--- src/rtl/axil_arb2.sv ---
`default_nettype none
// ============================================================================
// axil_arb2 : round-robin arbiter sharing one AXI-lite slave between two
//             requesters, one complete read or write per grant.
// Revision  : 1.0
// ============================================================================
module axil_arb2 #(
    parameter int ADDR_W = 32,
    parameter int DATA_W = 32
) (
    input  logic                      sclk,
    input  logic                      reset,

    input  logic [2*ADDR_W-1:0]       s_awaddr_i,
    input  logic [1:0]                s_awvalid_i,
    output logic [1:0]                s_awready_o,
    input  logic [2*DATA_W-1:0]       s_wdata_i,
    input  logic [2*(DATA_W/8)-1:0]   s_wstrb_i,
    input  logic [1:0]                s_wvalid_i,
    output logic [1:0]                s_wready_o,
    output logic [3:0]                s_bresp_o,
    output logic [1:0]                s_bvalid_o,
    input  logic [1:0]                s_bready_i,
    input  logic [2*ADDR_W-1:0]       s_araddr_i,
    input  logic [1:0]                s_arvalid_i,
    output logic [1:0]                s_arready_o,
    output logic [2*DATA_W-1:0]       s_rdata_o,
    output logic [3:0]                s_rresp_o,
    output logic [1:0]                s_rvalid_o,
    input  logic [1:0]                s_rready_i,

    output logic [ADDR_W-1:0]         m_awaddr_o,
    output logic                      m_awvalid_o,
    input  logic                      m_awready_i,
    output logic [DATA_W-1:0]         m_wdata_o,
    output logic [DATA_W/8-1:0]       m_wstrb_o,
    output logic                      m_wvalid_o,
    input  logic                      m_wready_i,
    input  logic [1:0]                m_bresp_i,
    input  logic                      m_bvalid_i,
    output logic                      m_bready_o,
    output logic [ADDR_W-1:0]         m_araddr_o,
    output logic                      m_arvalid_o,
    input  logic                      m_arready_i,
    input  logic [DATA_W-1:0]         m_rdata_i,
    input  logic [1:0]                m_rresp_i,
    input  logic                      m_rvalid_i,
    output logic                      m_rready_o,

    output logic [1:0]                grant_o,
    output logic                      busy_o
);

    localparam int STRB_W = DATA_W / 8;

    typedef enum logic [2:0] {
        IDLE  = 3'd0,
        WR    = 3'd1,
        WRESP = 3'd2,
        RD    = 3'd3,
        RDATA = 3'd4
    } state_t;

    state_t state, state_nxt;
    logic   g, g_nxt;
    logic   last, last_nxt;
    logic   aw_done, aw_done_nxt;
    logic   w_done, w_done_nxt;

    logic [1:0] req;
    logic       first;
    logic       winner;
    logic [1:0] gsel;

    logic aw_rdy, w_rdy, ar_rdy, b_vld, r_vld;
    logic aw_hs, w_hs;

    assign req    = s_awvalid_i | s_arvalid_i;
    assign first  = ~last;
    assign winner = req[first] ? first : last;
    assign gsel   = g ? 2'b10 : 2'b01;

    always_ff @(posedge sclk or negedge reset) begin
        if (!reset) begin
            state   <= IDLE;
            g       <= 1'b0;
            last    <= 1'b1;
            aw_done <= 1'b0;
            w_done  <= 1'b0;
        end else begin
            state   <= state_nxt;
            g       <= g_nxt;
            last    <= last_nxt;
            aw_done <= aw_done_nxt;
            w_done  <= w_done_nxt;
        end
    end

    always_comb begin
        state_nxt   = state;
        g_nxt       = g;
        last_nxt    = last;
        aw_done_nxt = aw_done;
        w_done_nxt  = w_done;
        m_awvalid_o = 1'b0;
        m_wvalid_o  = 1'b0;
        m_bready_o  = 1'b0;
        m_arvalid_o = 1'b0;
        m_rready_o  = 1'b0;
        aw_rdy      = 1'b0;
        w_rdy       = 1'b0;
        ar_rdy      = 1'b0;
        b_vld       = 1'b0;
        r_vld       = 1'b0;
        aw_hs       = 1'b0;
        w_hs        = 1'b0;

        case (state)
            IDLE: begin
                if (|req) begin
                    g_nxt     = winner;
                    // a pending write wins over a read from the same requester
                    state_nxt = s_awvalid_i[winner] ? WR : RD;
                end
            end
            WR: begin
                m_awvalid_o = s_awvalid_i[g] & ~aw_done;
                aw_rdy      = m_awready_i & ~aw_done;
                m_wvalid_o  = s_wvalid_i[g] & ~w_done;
                w_rdy       = m_wready_i & ~w_done;
                aw_hs       = m_awvalid_o & m_awready_i;
                w_hs        = m_wvalid_o & m_wready_i;
                if ((aw_done | aw_hs) && (w_done | w_hs)) begin
                    aw_done_nxt = 1'b0;
                    w_done_nxt  = 1'b0;
                    state_nxt   = WRESP;
                end else begin
                    aw_done_nxt = aw_done | aw_hs;
                    w_done_nxt  = w_done | w_hs;
                end
            end
            WRESP: begin
                b_vld      = m_bvalid_i;
                m_bready_o = s_bready_i[g];
                if (m_bvalid_i && s_bready_i[g]) begin
                    last_nxt  = g;
                    state_nxt = IDLE;
                end
            end
            RD: begin
                m_arvalid_o = s_arvalid_i[g];
                ar_rdy      = m_arready_i;
                if (s_arvalid_i[g] && m_arready_i) begin
                    state_nxt = RDATA;
                end
            end
            RDATA: begin
                r_vld      = m_rvalid_i;
                m_rready_o = s_rready_i[g];
                if (m_rvalid_i && s_rready_i[g]) begin
                    last_nxt  = g;
                    state_nxt = IDLE;
                end
            end
            default: begin
                state_nxt = IDLE;
            end
        endcase
    end

    // Handshake signals of the non-granted requester stay at 0.
    assign s_awready_o = gsel & {2{aw_rdy}};
    assign s_wready_o  = gsel & {2{w_rdy}};
    assign s_arready_o = gsel & {2{ar_rdy}};
    assign s_bvalid_o  = gsel & {2{b_vld}};
    assign s_rvalid_o  = gsel & {2{r_vld}};

    assign busy_o  = (state != IDLE);
    assign grant_o = busy_o ? gsel : 2'b00;

    // Data paths are held at 0 while reset is asserted so every output clears at once.
    assign m_awaddr_o = !reset ? '0 : (g ? s_awaddr_i[ADDR_W +: ADDR_W] : s_awaddr_i[0 +: ADDR_W]);
    assign m_araddr_o = !reset ? '0 : (g ? s_araddr_i[ADDR_W +: ADDR_W] : s_araddr_i[0 +: ADDR_W]);
    assign m_wdata_o  = !reset ? '0 : (g ? s_wdata_i[DATA_W +: DATA_W] : s_wdata_i[0 +: DATA_W]);
    assign m_wstrb_o  = !reset ? '0 : (g ? s_wstrb_i[STRB_W +: STRB_W] : s_wstrb_i[0 +: STRB_W]);

    assign s_rdata_o = !reset ? '0 : (g ? {m_rdata_i, {DATA_W{1'b0}}} : {{DATA_W{1'b0}}, m_rdata_i});
    assign s_rresp_o = !reset ? '0 : (g ? {m_rresp_i, 2'b00} : {2'b00, m_rresp_i});
    assign s_bresp_o = !reset ? '0 : (g ? {m_bresp_i, 2'b00} : {2'b00, m_bresp_i});

endmodule
`default_nettype wire

--- config.mk ---
export PLATFORM = sky130hd
export DESIGN_NAME = axil_arb2
export DESIGN_NICKNAME = d
export VERILOG_FILES = /design/src/rtl/axil_arb2.sv
export SDC_FILE = /design/constraint.sdc
export NUM_CORES = 1
export LEC_CHECK = 0
export CORE_AREA = 10 10 163 165
export DETAILED_ROUTE_END_ITERATION = 12
export DIE_AREA = 0 0 173 175
export HOLD_SLACK_MARGIN = 0.1
export RECOVER_POWER = 50
export SYNTH_ARGS = -nofsm -noshare
export SYNTH_HDL_FRONTEND = slang
export SYNTH_SLANG_ARGS = --single-unit
--- constraint.sdc ---
create_clock -name sclk -period 2.1 [get_ports sclk]
set_clock_uncertainty 0.15 [all_clocks]
set_input_delay 0.42 -clock sclk [delete_from_list [all_inputs] [get_ports sclk]]
set_output_delay 0.42 -clock sclk [all_outputs]
set_load 0.005 [all_outputs]
* After elaboration in Yosys (flattened, before gate mapping)
Index checks and enable logic that the tools add are counted.
Storage, ports and cells: bits in registers 7, word-level logic and storage cells 98, bits of input ports 253
Cells by class: bitwise gates (word level) 17, mux-type cells 53, eq/ne operators 9, reductions and logical operators 11, $lt $le $gt $ge 3
Operator list (count):
- $mux 32 | 6
- $mux 64 | 2
- $mux 1 | 29
- $mux 4 | 6
- $mux 3 | 5
- $pmux 3 s5 | 1
- $and 2x2->2 | 5
- $ne 2x2->1 const B | 5
- $and 1x1->1 | 6
- $eq 3x2->1 const B | 2
- $lt 1x2->1 const B | 3
- $mux 2 | 3
- $reduce_and 5->1 | 1
- $logic_and 1x1->1 | 4
- $eq 3x1->1 const B | 1
- $eq 3x3->1 const B | 1
- $logic_not 3->1 | 1
- $not 1->1 | 3
- $reduce_and 3->1 | 1
- $reduce_bool 3->1 | 1
- $or 1x1->1 | 2
- $or 2x2->2 | 1
- $pmux 1 s2 | 1
- $reduce_and 2->1 | 1
- other kinds (2) | 2

* Longest topological paths before layout
depth after elaboration 9, gate-level depth with buffers 5

* Least setup slack after synthesis
Ideal clock, no wire load.
path type register -> output, from reg g, to out s_bresp_o[0], arrival time 1.164 ns, cell stages (with the launch flop) 6, path slack 0.366 ns, path buffers 3, cell sequence dfrtp_1 > buf_4 > buf_2 > nor2b_2 > buf_2 > and2_1
Between the ends: longest elaborated chain between the ends 2
RTL lines:
- start: declaration | line 65 | logic g, g_nxt;
- start signal: assignment | line 92 | g <= g_nxt;
- $mux 4 (2 in a row) | line 189 | assign s_bresp_o = !reset ? '0 : (g ? {m_bresp_i, 2'b00} : {2'b00, m_bresp_i});
- end: declaration | line 21 | output logic [3:0] s_bresp_o,
Every way passes these cells.

* Final worst setup path
from reg g, to out s_rdata_o[38]
Between the ends: longest elaborated chain between the ends 2
RTL lines:
- $mux 64 (2 in a row) | line 187 | assign s_rdata_o = !reset ? '0 : (g ? {m_rdata_i, {DATA_W{1'b0}}} : {{DATA_W{1'b0}}, m_rdata_i});
- end: declaration | line 27 | output logic [2*DATA_W-1:0] s_rdata_o,
Every way passes these cells.

==> run metrics <==
status=finished, violations left; violated checks=setup timing; post-synthesis instance total=just under 400; ys flop type=dfrtp_1; max cap viols=0; synthesized area=just under 3000 µm²; Placement Setup Slack=-276 ps; final hold violations=0; Hold Path Class=primary input to asynchronous set/reset pin; vias per inst=between 3 and 4; Final HPWL DP=between 15000 and 20000 µm; # IOs=443; number of H-tree levels=1; adder-cell share of the synthesized area=0%; peak supply drop=between 400 and 500 µV; wirelength, routed=roughly 23000 µm; number of port buffers=~440; layout cells sized above 1=28.2%; top-area cell type share of the netlist area=35.4%; wire length per cell=between 15 and 20 µm; CTS sink cnt=7; Die Y=~180 µm; global-route wire length before repair=roughly 32000 µm; number of synthesized flops with an enable pin=0; synth cell count leaders=mux2i_1, nor2b_1, and2_1, and3_1; sequential area share after synthesis=roughly 6.1%; R2R cell count=8; synth warn=0; top cell type by total area after synthesis=mux2i_1; simple-gate area share of the yosys netlist=between 40% and 50%; endpoint type of the worst setup path=primary output; worst slew pin tran=between 300 and 400 ps; core box area=around 23000 µm²; flops & latches, synth=7; Final min period=~2300 ps; Static Leakage=about 4.1 nW; RSZ-0062 raised after global routing=yes; Pins Over Slew Limit=0; Initial Util=roughly 12%; row count=56; GRT Overall Usage=between 10% and 20%; setup violators final=just under 90; Synth area leaders=mux2i_1, nor2b_1, and2_1; syn_nets=roughly 640; Clock Path Buffers=2; crit path capture=s_rdata_o[38]; Async S/R FF share, synth=100%; Setup Crit Path Kind=flop to primary output; drt pass-1 iters=4; crit share post-route=108%; GP Congestion=about 0.85; CP startpoint kind=flop; Iteration-0 DRC Markers=roughly 150; clk slew on worst S/H paths=around 40 ps; critical path arrival=approximately 1700 ps; fin cells=approximately 1200; worst-path fanout max=15; Area Overhead vs Synth=177%; Overflow after GRT=0; Distinct cells, synth=36; Die Width=173 µm; mux cell area share after synthesis=between 30% and 40%; initial antenna violation count=3; worst setup margin=-166 ps; Synth Area in XOR/XNOR=0%; fin nets=between 1000 and 1500; worst-skew pair later-pin latency=approximately 230 ps; die area=30300 µm²; CTS root buffer=clkbuf_16; Inst Count DP=about 1200; largest family of logic cells by synthesized area=simple AND/OR/NAND/NOR gates; Critical R2R Capture=state[1]; Synth Area in Compound Gates=~4.5%; via count=approximately 4700; Min Hold Slack=roughly 240 ps; Crit. Startpoint=g; FMAX=~440 MHz; CTS tree=yes; largest net degree at the start of global routing=80; Final ANT Viol Nets=0; Synth Area per Inst=7.47 µm²; TritonCTS buffer count=3; FF-to-FF setup slack=about 70 ps; WP data required=roughly 1500 ps; Worst slew margin=77.1%; R2R Path Start=g; vias in the first global route=roughly 5000; Remaining DRCs=0; power density over the cells=between 700 and 800 nW/µm²
worst max-delay path, stage by stage (launching register included):
cell             delay, ps
dfrtp_4                520
buf_12                 170
buf_8                  150
and3_1                 160
clkdlybuf4s50_1        450
flip-flops by register name, indices dropped and copies added (netlist names):
signal	cells
state	3
w_done	1
g	1
aw_done	1
last	1
area by class of cell:
type | instances | area, µm²
multi-input cells | 338 | 2680
fillers | 2533 | 15300
diodes | 2 | 5.00
repair buffers | 516 | 4630
well taps | 319 | 399
flip-flops and latches | 7 | 181
inverters | 5 | 21.3
clock buffers | 4 | 78.8
worst min path at each step:
stage / from / endpoint / slack (ps) / cells past startpoint
after global routing: reset / last / 260 / 2
after CTS: reset / last / 250 / 2
after floorplan: reset / aw_done / -30 / 0
after global placement: reset / state[2] / 280 / 2
after detailed placement: reset / state[2] / 280 / 2
final: reset / last / 240 / 2
cell families after synthesis:
family,count (synthesis)
AOI/OAI and AO/OA,17
DFF,7
and+or+nand+nor,216
muxes,105
buffers and inverters,41
report_power, final:
part / switching [mW] / total, mW / internal [mW]
Sequential: 0.0985 / 0.308 / 0.209
Clock: 0.0809 / 0.334 / 0.254
Combinational: 2.24 / 5.39 / 3.15
cells in the final DEF, fill, tap and decap left out, types with 5 or more instances in the layout:
| cell type | synthesis | layout |
|---|---|---|
| dlymetal6s2s_1 | 0 | 16 |
| and2_1 | 41 | 36 |
| dlygate4sd2_1 | 0 | 28 |
| mux2i_1 | 102 | 92 |
| and2_4 | 0 | 5 |
| nor2b_1 | 102 | 101 |
| clkbuf_16 | 0 | 6 |
| clkdlybuf4s15_1 | 0 | 12 |
| nor2_1 | 17 | 13 |
| clkbuf_2 | 0 | 63 |
| mux2i_4 | 0 | 5 |
| buf_2 | 7 | 66 |
| clkdlybuf4s50_1 | 0 | 255 |
| and3_1 | 41 | 40 |
| buf_4 | 10 | 39 |
| buf_12 | 0 | 12 |
| mux2i_2 | 0 | 5 |
| buf_6 | 2 | 16 |
routing by layer:
layer	vias up	routed length [µm]	track usage, %
met5	-	0	0
met4	0	103	0.826
met3	6	2090	4.89
met2	237	11800	24.7
met1	2142	8820	14.6
li1	2293	-	-
repair_timing:
item / 4_1_cts / 5_1_grt
gates cloned: 0 / 4
gates resized for setup: 303 / 249
buffers inserted: 8 / 15
hold buffers: 1 / 0
pin swaps: 4 / 2
endpoints found under the hold margin: 6 / 0
setup endpoints to repair: 190 / 171
metrics by stage:
stage	TNS, ps	area, µm²	total power [mW]	util (%)
3_5_place_dp	-18210	7990	5.35	34.3
6_report	-5370	8000	6.03	34.4
5_1_grt	-11180	8000	6.46	34.4
2_1_floorplan	0	2880	2.49	-
4_1_cts	-21520	8090	5.76	34.8
3_3_place_gp	-16840	7990	5.36	34.3
Note: power is estimated with default switching activity, not from simulation.
